--- config.mk ---
export PLATFORM = sky130hd
export DESIGN_NAME = if_id_skid
export DESIGN_NICKNAME = d
export VERILOG_FILES = /design/src/rtl/if_id_skid_pkg.sv /design/src/rtl/if_id_skid_pipe_slot.sv /design/src/rtl/if_id_skid.sv
export SDC_FILE = /design/constraint.sdc
export NUM_CORES = 1
export LEC_CHECK = 0
export CAP_MARGIN = 20
export CORE_MARGIN = 8
export CORE_UTILIZATION = 51
export DETAILED_ROUTE_END_ITERATION = 12
export PLACE_DENSITY = 0.85
export SYNTH_ARGS = -nofsm -noshare
export SYNTH_HDL_FRONTEND = slang
export SYNTH_SLANG_ARGS = --single-unit
export TNS_END_PERCENT = 10
--- constraint.sdc ---
create_clock -name clk -period 2 [get_ports clk]
set_input_delay 0.4 -clock clk [delete_from_list [all_inputs] [get_ports clk]]
set_output_delay 0.4 -clock clk [all_outputs]
set_load 0.01 [all_outputs]
--- src/rtl/if_id_skid_pkg.sv ---
// Shared IF/ID definitions for the Buceros RV32 core: bus widths,
// the reset PC and the NOP encoding that fills empty decode slots.
package if_id_skid_pkg;

  localparam int          INST_ADDR_BUS = 32;
  localparam int          INST_BUS      = 32;
  localparam logic [31:0] PC_RST_ADDR   = 32'h0000_0000;
  // addi x0, x0, 0
  localparam logic [31:0] NOP_INST_DEF  = 32'h0000_0013;

endpackage

--- src/rtl/if_id_skid_pipe_slot.sv ---
// One valid + payload register. Clear drops the valid bit but keeps
// the payload; a load with valid_d=0 also keeps the old payload, so
// the last PC stays visible while the slot is empty.
module if_id_skid_pipe_slot #(
  parameter int             W       = 64,
  parameter logic [W-1:0]   RST_VAL = '0
) (
  input  logic         clk,
  input  logic         rst_n,
  input  logic         clear,
  input  logic         load,
  input  logic         valid_d,
  input  logic [W-1:0] data_d,
  output logic         valid_q,
  output logic [W-1:0] data_q
);

  // Valid/payload register; clear wins over load.
  always_ff @(posedge clk or negedge rst_n) begin
    if (!rst_n) begin
      valid_q <= 1'b0;
      data_q  <= RST_VAL;
    end else if (clear) begin
      valid_q <= 1'b0;
    end else if (load) begin
      valid_q <= valid_d;
      if (valid_d) begin
        data_q <= data_d;
      end
    end
  end

endmodule

--- src/rtl/if_id_skid.sv ---
// IF/ID pipeline stage with optional one-entry skid buffer.
//
// Handshake: a beat moves on an interface in a cycle where valid and
// ready are both high at the rising edge. valid, once raised, is held
// with stable payload until taken (or the stage is flushed); ready may
// change freely. With SKID_EN=1, in_ready_o comes straight from a flop,
// so fetch sees no combinational path from decode's out_ready_i.
module if_id_skid
  import if_id_skid_pkg::*;
#(
  parameter int                ADDR_W   = INST_ADDR_BUS,
  parameter int                INST_W   = INST_BUS,
  parameter logic [ADDR_W-1:0] PC_RST   = PC_RST_ADDR[ADDR_W-1:0],
  parameter logic [INST_W-1:0] NOP_INST = NOP_INST_DEF[INST_W-1:0],
  parameter bit                SKID_EN  = 1'b1
) (
  input  logic              clk,
  input  logic              rst_n,
  input  logic              flush_i,
  input  logic              hold_i,
  input  logic              in_valid_i,
  output logic              in_ready_o,
  input  logic [ADDR_W-1:0] in_pc_i,
  input  logic [INST_W-1:0] in_inst_i,
  output logic              out_valid_o,
  input  logic              out_ready_i,
  output logic [ADDR_W-1:0] out_pc_o,
  output logic [INST_W-1:0] out_inst_o
);

  localparam int PW = ADDR_W + INST_W;

  logic          accept;
  logic          drain;
  logic          out_load;
  logic          skid_valid;
  logic [PW-1:0] skid_q;
  logic [PW-1:0] in_data;
  logic [PW-1:0] out_d;
  logic          out_valid_d;
  logic [PW-1:0] out_q;

  assign in_data  = {in_pc_i, in_inst_i};
  assign accept   = in_valid_i & in_ready_o;
  // hold_i masks decode's ready so the output register freezes.
  assign drain    = out_valid_o & out_ready_i & ~hold_i;
  assign out_load = ~out_valid_o | drain;

  // Output slot source: the skid entry is older than any new input, so it goes first.
  always_comb begin
    out_d       = in_data;
    out_valid_d = accept;
    if (skid_valid) begin
      out_d       = skid_q;
      out_valid_d = 1'b1;
    end
  end

  if_id_skid_pipe_slot #(
    .W       (PW),
    .RST_VAL ({PC_RST, NOP_INST})
  ) u_out_slot (
    .clk     (clk),
    .rst_n   (rst_n),
    .clear   (flush_i),
    .load    (out_load),
    .valid_d (out_valid_d),
    .data_d  (out_d),
    .valid_q (out_valid_o),
    .data_q  (out_q)
  );

  generate
    if (SKID_EN) begin : g_skid
      logic skid_load;

      // Skid refills when its entry moves to the output, or captures a
      // beat that arrives while the output is stalled.
      assign skid_load  = (out_load & skid_valid) | (~out_load & accept);
      assign in_ready_o = ~skid_valid;

      if_id_skid_pipe_slot #(
        .W       (PW),
        .RST_VAL ('0)
      ) u_skid_slot (
        .clk     (clk),
        .rst_n   (rst_n),
        .clear   (flush_i),
        .load    (skid_load),
        .valid_d (accept),
        .data_d  (in_data),
        .valid_q (skid_valid),
        .data_q  (skid_q)
      );
    end else begin : g_no_skid
      assign skid_valid = 1'b0;
      assign skid_q     = '0;
      assign in_ready_o = out_load;
    end
  endgenerate

  // Empty slots always present a NOP so decode never sees stale encodings.
  assign out_pc_o   = out_q[PW-1:INST_W];
  assign out_inst_o = out_valid_o ? out_q[INST_W-1:0] : NOP_INST;

endmodule

==> flow_summary_export.csv, run 1 <==
group,metric,value,unit
floorplan,start_util,52.7,%
sta,final_hold_viol_count,0,
placed_design,hpwl,9040,um
power,power_density,1050,mW/mm^2
routing,vias,3643,
grt,grt_pass1_wl,21400,um
cts,cts-htree-levels,4,
synth,synth-simple-area-share,3.79,%
critical_path,cp_max_fo,9,
sta,finalSetupViolations,0,
routing,antenna_left,0,
finish,layout.nets,610,
synth,yosysTopAreaCell,"dfrtp_1",
placed_design,dp_slack,-0.166,ns
floorplan,placementRows,39,
floorplan,core,0.0115,sq mm
critical_path,startpoint_type,"register",
sta,finalMaxSlewViolations,0,
synth,synth_area,0.00604,sq mm
cts,clock_latency,0.41,ns
status,status,"completed",
critical_path,worstPathArrival,1.52,ns
power,p_seq_share,42.1,%
synth,synth_adder_area_share,0,%
routing,drc,0,
sta,worstMarginPinSlew,0.554,ns
cts,cts_buffers,17,
synth,muxShareOfSynthArea,35.8,%
synth,synthTopCellsByCount,"mux2_2 (182), dfrtp_1 (127), buf_4 (38)",
grt,grt_pass1_vias,4137,
placed_design,dpl.cell_count,661,
routing,post_drt_wl_per_cell,18.7,um
cts,root_buffer,"clkbuf_16",
placed_design,placedInstanceArea,0.00743,sq mm
routing,wl,13000,um
grt,track_usage,16.8,%
power,switching_share,23.2,%
critical_path,cp.required,1.60,ns
power,combPwrFrac,19.7,%
synth,synthCells,418,
hold_path,holdPathEnd,"u_out_slot.data_q[7]",
finish,final_util,70.9,%
synth,synth_compound_area_share,0.414,%
placed_design,portBuffers,135,
synth,async_flop_share,100,%
power,total_power,8.53,mW
synth,synth_top_family_by_area,"multiplexers",
sta,skew,0.00590,ns
power,p_int,6.55,mW
synth,synth_flop_cell,"dfrtp_1",
synth,yosysWarnings,0,
critical_path,r2r_start,"u_out_slot.valid_q",
cts,cts.sinks,130,
synth,synthTopCellsByArea,"dfrtp_1 (53%), mux2_2 (34%), buf_4 (4.7%)",
routing,drt-pass1-iter-count,3,
critical_path,end_kind,"output pin",
critical_path,r2r_slack,0.15,ns
power,p_clk_share,38.1,%
synth,synth-edff-count,0,
hold_path,hold_class,"register to register",
job,drv_cap,0,
synth,synth.distinct_cells,17,
cts,cts_buffer_depth,2,
routing,routed_via_density,5.23,
floorplan,die_x,125,um
floorplan,boundaryPins,136,
synth,yosys.area_share.xor_xnor,0,%
power,p_sw,1.98,mW
cts,cts_tree,"built",
synth,synthMostInstantiatedCell,"mux2_2",
placed_design,globalplace.congestion,0.746,
finish,layoutNonFillerInstCount,696,
floorplan,die_h,125,um
sta,grt_setup_unrepaired,"no",
sta,fin_worst_hold_slack,0.484,ns
grt,antenna_found_initial,0,
finish,fin_area,0.00813,sq mm
critical_path,worstSetupPathType,"register to output pin",
cts,clk_pin_slew_worst_paths,0.05,ns
grt,grt_overflow,0,
finish,drive_above_1_share,43.6,%
finish,antennaDiodeCount,0,
finish,areaGrowthSynthToFinish,34.6,%
critical_path,r2r_end,"u_out_slot.data_q[52]",
sta,finalCriticalPeriod,1.92,ns
sta,timing.fmax,520,MHz
synth,ys_seq_area_share,53.9,%
power,ir_drop,0.584,mV
synth,syn_area_per_cell,14.5,sq um
sta,fin_ws,0.0777,ns
hold_path,hold_start,"u_out_slot.data_q[7]",
hold_path,worstHoldPathCells,1,
synth,synth_top_area_share,52.6,%
sta,post-route-period-util,96.1,%
power,cellLeakagePower,3.60,nW
synth,synth_nets,488,
sta,setup_tns,0,ns
grt,grt_max_degree,40,
critical_path,reg2reg_depth,5,
floorplan,dieArea,0.0156,sq mm
sta,slew-limit-headroom,63.1,%
synth,synth-seq-cells,130,
routing,first_iter_violations,130,
==> what timing repair did <==
action,in CTS,in global routing
setup buffers,0,1
hold buffers,1,0
setup endpoints to repair,31,10
cloned,0,1
resized for setup,25,21
endpoints found under the hold margin,31,0
==> flip-flops by register name (all words and copies together) (netlist names) <==
name and flops:
g_skid.u_skid_slot.valid_q 1, u_out_slot.valid_q 1, u_out_slot.data_q 64, g_skid.u_skid_slot.data_q 64
==> layout make-up <==
type	count	area, sq um
inverter	1	3.75
clock inverter	10	155
clock buffer	22	474
timing repair buffer	158	1640
fill	755	3340
sequential	130	3260
multi-input combinational	232	2420
tap	143	179
==> how the worst max path moves through the flow <==
stage	from	end	slack [ns]	depth (start not counted)
detailed placement	hold_i	u_out_slot.data_q[52]	-0.17	5
global route	u_out_slot.valid_q	out_inst_o[15]	0.01	4
CTS	u_out_slot.valid_q	out_inst_o[9]	-0.1	3
finish	g_skid.u_skid_slot.valid_q	in_ready_o	0.08	2
global placement	hold_i	u_out_slot.data_q[33]	-0.15	5
floorplan	hold_i	u_out_slot.data_q[13]	0.30	4
==> logic make-up (layout without fill, tap and decap cells) <==
family	Yosys count	in the layout
flip-flops	130	130
AND/OR/NAND/NOR	38	38
AO/OA/AOI/OAI	2	2
buffers and inverters	56	191
multiplexers	192	192
==> routing by layer <==
layer  global-route usage [%]  share of wire [%]  vias to the layer above  wire length, um
met5                        0                  0                        -                0
met4                     4.34               0.91                        0              119
met3                     6.68                6.0                       14              783
met2                     26.1                 47                      111             6100
met1                     21.6                 46                     1838             6040
li1                         -                  -                     1680                -
==> power by group through the flow <==
| stage | combinational (mW) | sequential (mW) | clock (mW) |
|---|---|---|---|
| after floorplan | 1.13 | 3.51 | 0 |
| after global placement | 1.66 | 3.59 | 0 |
| after detailed placement | 1.73 | 3.63 | 0 |
| after CTS | 1.71 | 3.60 | 3.31 |
| after global routing | 1.82 | 3.68 | 3.42 |
| final | 1.68 | 3.60 | 3.25 |
==> worst max-delay path, stage by stage, from the launching register on <==
cell and delay (ns):
dfrtp_2 0.48, inv_1 0.10, clkdlybuf4s50_1 0.53
==> cells in the final DEF (no fill, tap or decap) <==
cell | Yosys | final
a211oi_4 | 1 | 1
a21oi_1 | 1 | 1
and2_1 | 29 | 29
buf_12 | 0 | 7
buf_4 | 38 | 14
buf_6 | 0 | 1
bufinv_16 | 0 | 4
clkbuf_1 | 4 | 2
clkbuf_16 | 0 | 18
clkbuf_8 | 0 | 3
clkdlybuf4s15_1 | 0 | 9
clkdlybuf4s50_1 | 0 | 102
clkinv_2 | 0 | 4
clkinvlp_4 | 0 | 2
dfrtp_1 | 127 | 125
dfrtp_2 | 0 | 2
dfstp_2 | 3 | 3
dlygate4sd2_1 | 0 | 13
dlygate4sd3_1 | 0 | 1
dlymetal6s2s_1 | 0 | 10
inv_1 | 1 | 1
mux2_1 | 10 | 10
mux2_2 | 182 | 182
nand2_1 | 1 | 1
nand2b_1 | 4 | 4
nand4_1 | 1 | 1
nor2_1 | 2 | 2
nor3_1 | 1 | 1
(Power assumes the default switching activity.)
==> run 2, diff against run 1 <==
--- a/config.mk
+++ b/config.mk
@@ -6,10 +6,11 @@
 export NUM_CORES = 1
 export LEC_CHECK = 0
 export CAP_MARGIN = 20
-export CORE_MARGIN = 8
-export CORE_UTILIZATION = 51
+export CORE_MARGIN = 1
+export CORE_UTILIZATION = 52
 export DETAILED_ROUTE_END_ITERATION = 12
-export PLACE_DENSITY = 0.85
+export DONT_BUFFER_PORTS = 1
+export PLACE_DENSITY = 0.71
 export SYNTH_ARGS = -nofsm -noshare
 export SYNTH_HDL_FRONTEND = slang
 export SYNTH_SLANG_ARGS = --single-unit
==> flow_summary_export.csv, run 2 (synthesized netlist as in run 1, its figures left out) <==
group,metric,value,unit
critical_path,r2r_slack,0.40,ns
placed_design,placedInstanceArea,0.00594,sq mm
finish,layout_common_cells,"mux2_2 (182), dfrtp_1 (126), and2_1 (29)",
status,status,"finished with violations",
grt,track_usage,18.9,%
grt,antenna_found_initial,0,
cts,ctsResizeCount,0,
finish,final_common_cell,"mux2_2",
power,p_clk_share,38.7,%
grt,grt_overflow,0,
hold_path,hold_class,"input port to asynchronous set/reset pin",
grt,grt_max_degree,131,
placed_design,globalplace.congestion,0.750,
sta,skew,0.00495,ns
cts,cts-htree-levels,4,
floorplan,dieArea,0.0121,sq mm
cts,cts_tree,"built",
placed_design,portBuffers,0,
finish,areaGrowthSynthToFinish,7.48,%
floorplan,die_h,110,um
sta,grt_setup_unrepaired,"no",
floorplan,placementRows,38,
finish,fin_area,0.00649,sq mm
critical_path,cp.required,1.60,ns
cts,postCtsSetupBuffers,0,
critical_path,r2r_end,"u_out_slot.data_q[45]",
cts,clock_latency,0.40,ns
finish,n_fill_cell,904,
routing,antenna_left,0,
routing,drc,0,
critical_path,r2r_start,"g_skid.u_skid_slot.valid_q",
critical_path,worstSetupStartpoint,"u_out_slot.valid_q",
finish,reg_top3,"g_skid.u_skid_slot.data_q: 64 flops, u_out_slot.data_q: 64 flops",
finish,antennaDiodeCount,0,
cts,root_buffer,"clkbuf_16",
routing,first_iter_violations,159,
cts,cts_buffers,17,
sta,fin_worst_hold_slack,-0.308,ns
sta,slew-limit-headroom,75.0,%
floorplan,start_util,54.5,%
power,power_density,1160,mW/mm^2
critical_path,worstPathArrival,1.34,ns
sta,finalCriticalPeriod,1.74,ns
routing,routed_via_density,5.69,
sta,final_hold_viol_count,130,
sta,worstMarginPinSlew,0.375,ns
critical_path,endpoint,"out_inst_o[2]",
grt,grt_pass1_vias,3299,
floorplan,die_x,110,um
cts,cts_buffer_depth,2,
sta,finalMaxSlewViolations,0,
routing,wl,10600,um
critical_path,cp_max_fo,16,
grt,grt_pass1_wl,16600,um
sta,timing.fmax,575,MHz
critical_path,reg2reg_depth,4,
cts,clk_pin_slew_worst_paths,0.05,ns
sta,setup_tns,0,ns
sta,post-route-period-util,87.0,%
floorplan,core,0.0111,sq mm
sta,fin_ws,0.260,ns
critical_path,worstSetupPathType,"register to output pin",
sta,finalSetupViolations,0,
power,p_seq_share,48.8,%
status,violations,"negative hold slack",
power,switching_share,23.2,%
routing,drt-pass1-iter-count,3,
power,p_int,5.79,mW
power,cellLeakagePower,2.73,nW
finish,drive_above_1_share,54.3,%
critical_path,startpoint_type,"register",
power,p_sw,1.75,mW
routing,vias,3070,
floorplan,boundaryPins,136,
power,ir_drop,0.686,mV
placed_design,dp_slack,0.239,ns
routing,post_drt_wl_per_cell,19.6,um
cts,cts.sinks,130,
placed_design,hpwl,6480,um
power,combPwrFrac,12.5,%
critical_path,end_kind,"output pin",
job,drv_cap,0,
finish,layout.nets,458,
## run 2: cell types whose count changed in the layout (fill, tap and decap cells not counted), sizes merged
| cell | change |
|---|---|
| bufinv | -2 |
| clkinvlp | -1 |
| clkinv | -2 |
| clkbuf | +3 |
| dlygate4sd3 | -1 |
| clkdlybuf4s50 | -102 |
| clkdlybuf4s15 | -9 |
| buf | -16 |
| dlygate4sd2 | -13 |
| dlymetal6s2s | -10 |
## run 2: routing by layer
layer	global-route usage [%]	routed length (um)	up-vias
met3	9.37	1050	16
met4	8.29	148	0
met2	30.1	5120	103
li1	-	-	1372
met5	0	0	-
met1	21.2	4270	1579
## run 2: area by class of cell
type	instances	area, sq um	share of cell area, %
inverters	1	3.75	0.0578
multi-input cells	232	2420	37.2
flip-flops and latches	130	3260	50.2
repair buffers	6	82.6	1.27
clock inverters	5	77.6	1.19
well taps	140	175	2.70
clock buffers	26	479	7.38
## run 2: worst min path at each step
stage / start / to / slack (ns) / depth (start not counted)
finish: rst_n / g_skid.u_skid_slot.data_q[59] / -0.31 / 0
global route: rst_n / g_skid.u_skid_slot.data_q[58] / -0.34 / 0
floorplan: rst_n / g_skid.u_skid_slot.data_q[0] / 0.10 / 0
detailed placement: rst_n / g_skid.u_skid_slot.data_q[59] / 0.11 / 0
global placement: rst_n / g_skid.u_skid_slot.data_q[59] / 0.11 / 0
CTS: rst_n / g_skid.u_skid_slot.data_q[2] / -0.33 / 0
## run 2: critical path, stage by stage, from the launching register on
cell,delay (ns)
dfrtp_1,0.43
buf_4,0.26
and2_1,0.24
## run 2: power groups by stage
| stage | Sequential, mW | Clock [mW] | Combinational, mW |
|---|---|---|---|
| finish | 3.68 | 2.92 | 0.941 |
| global route | 3.77 | 3.12 | 1.04 |
| CTS | 3.69 | 3.00 | 0.960 |
| detailed placement | 3.73 | 0 | 0.957 |
| global placement | 3.69 | 0 | 0.914 |
| floorplan | 3.51 | 0 | 1.13 |
## run 2: stage by stage
stage | instances | utilization (%) | total power [mW] | hold slack, ns
floorplan | 418 | - | 4.64 | 0.104
global placement | 509 | 53.6 | 4.60 | 0.107
detailed placement | 509 | 53.6 | 4.68 | 0.107
CTS | 540 | 58.6 | 7.65 | -0.331
global route | 540 | 58.6 | 7.93 | -0.341
finish | 540 | 58.6 | 7.54 | -0.308
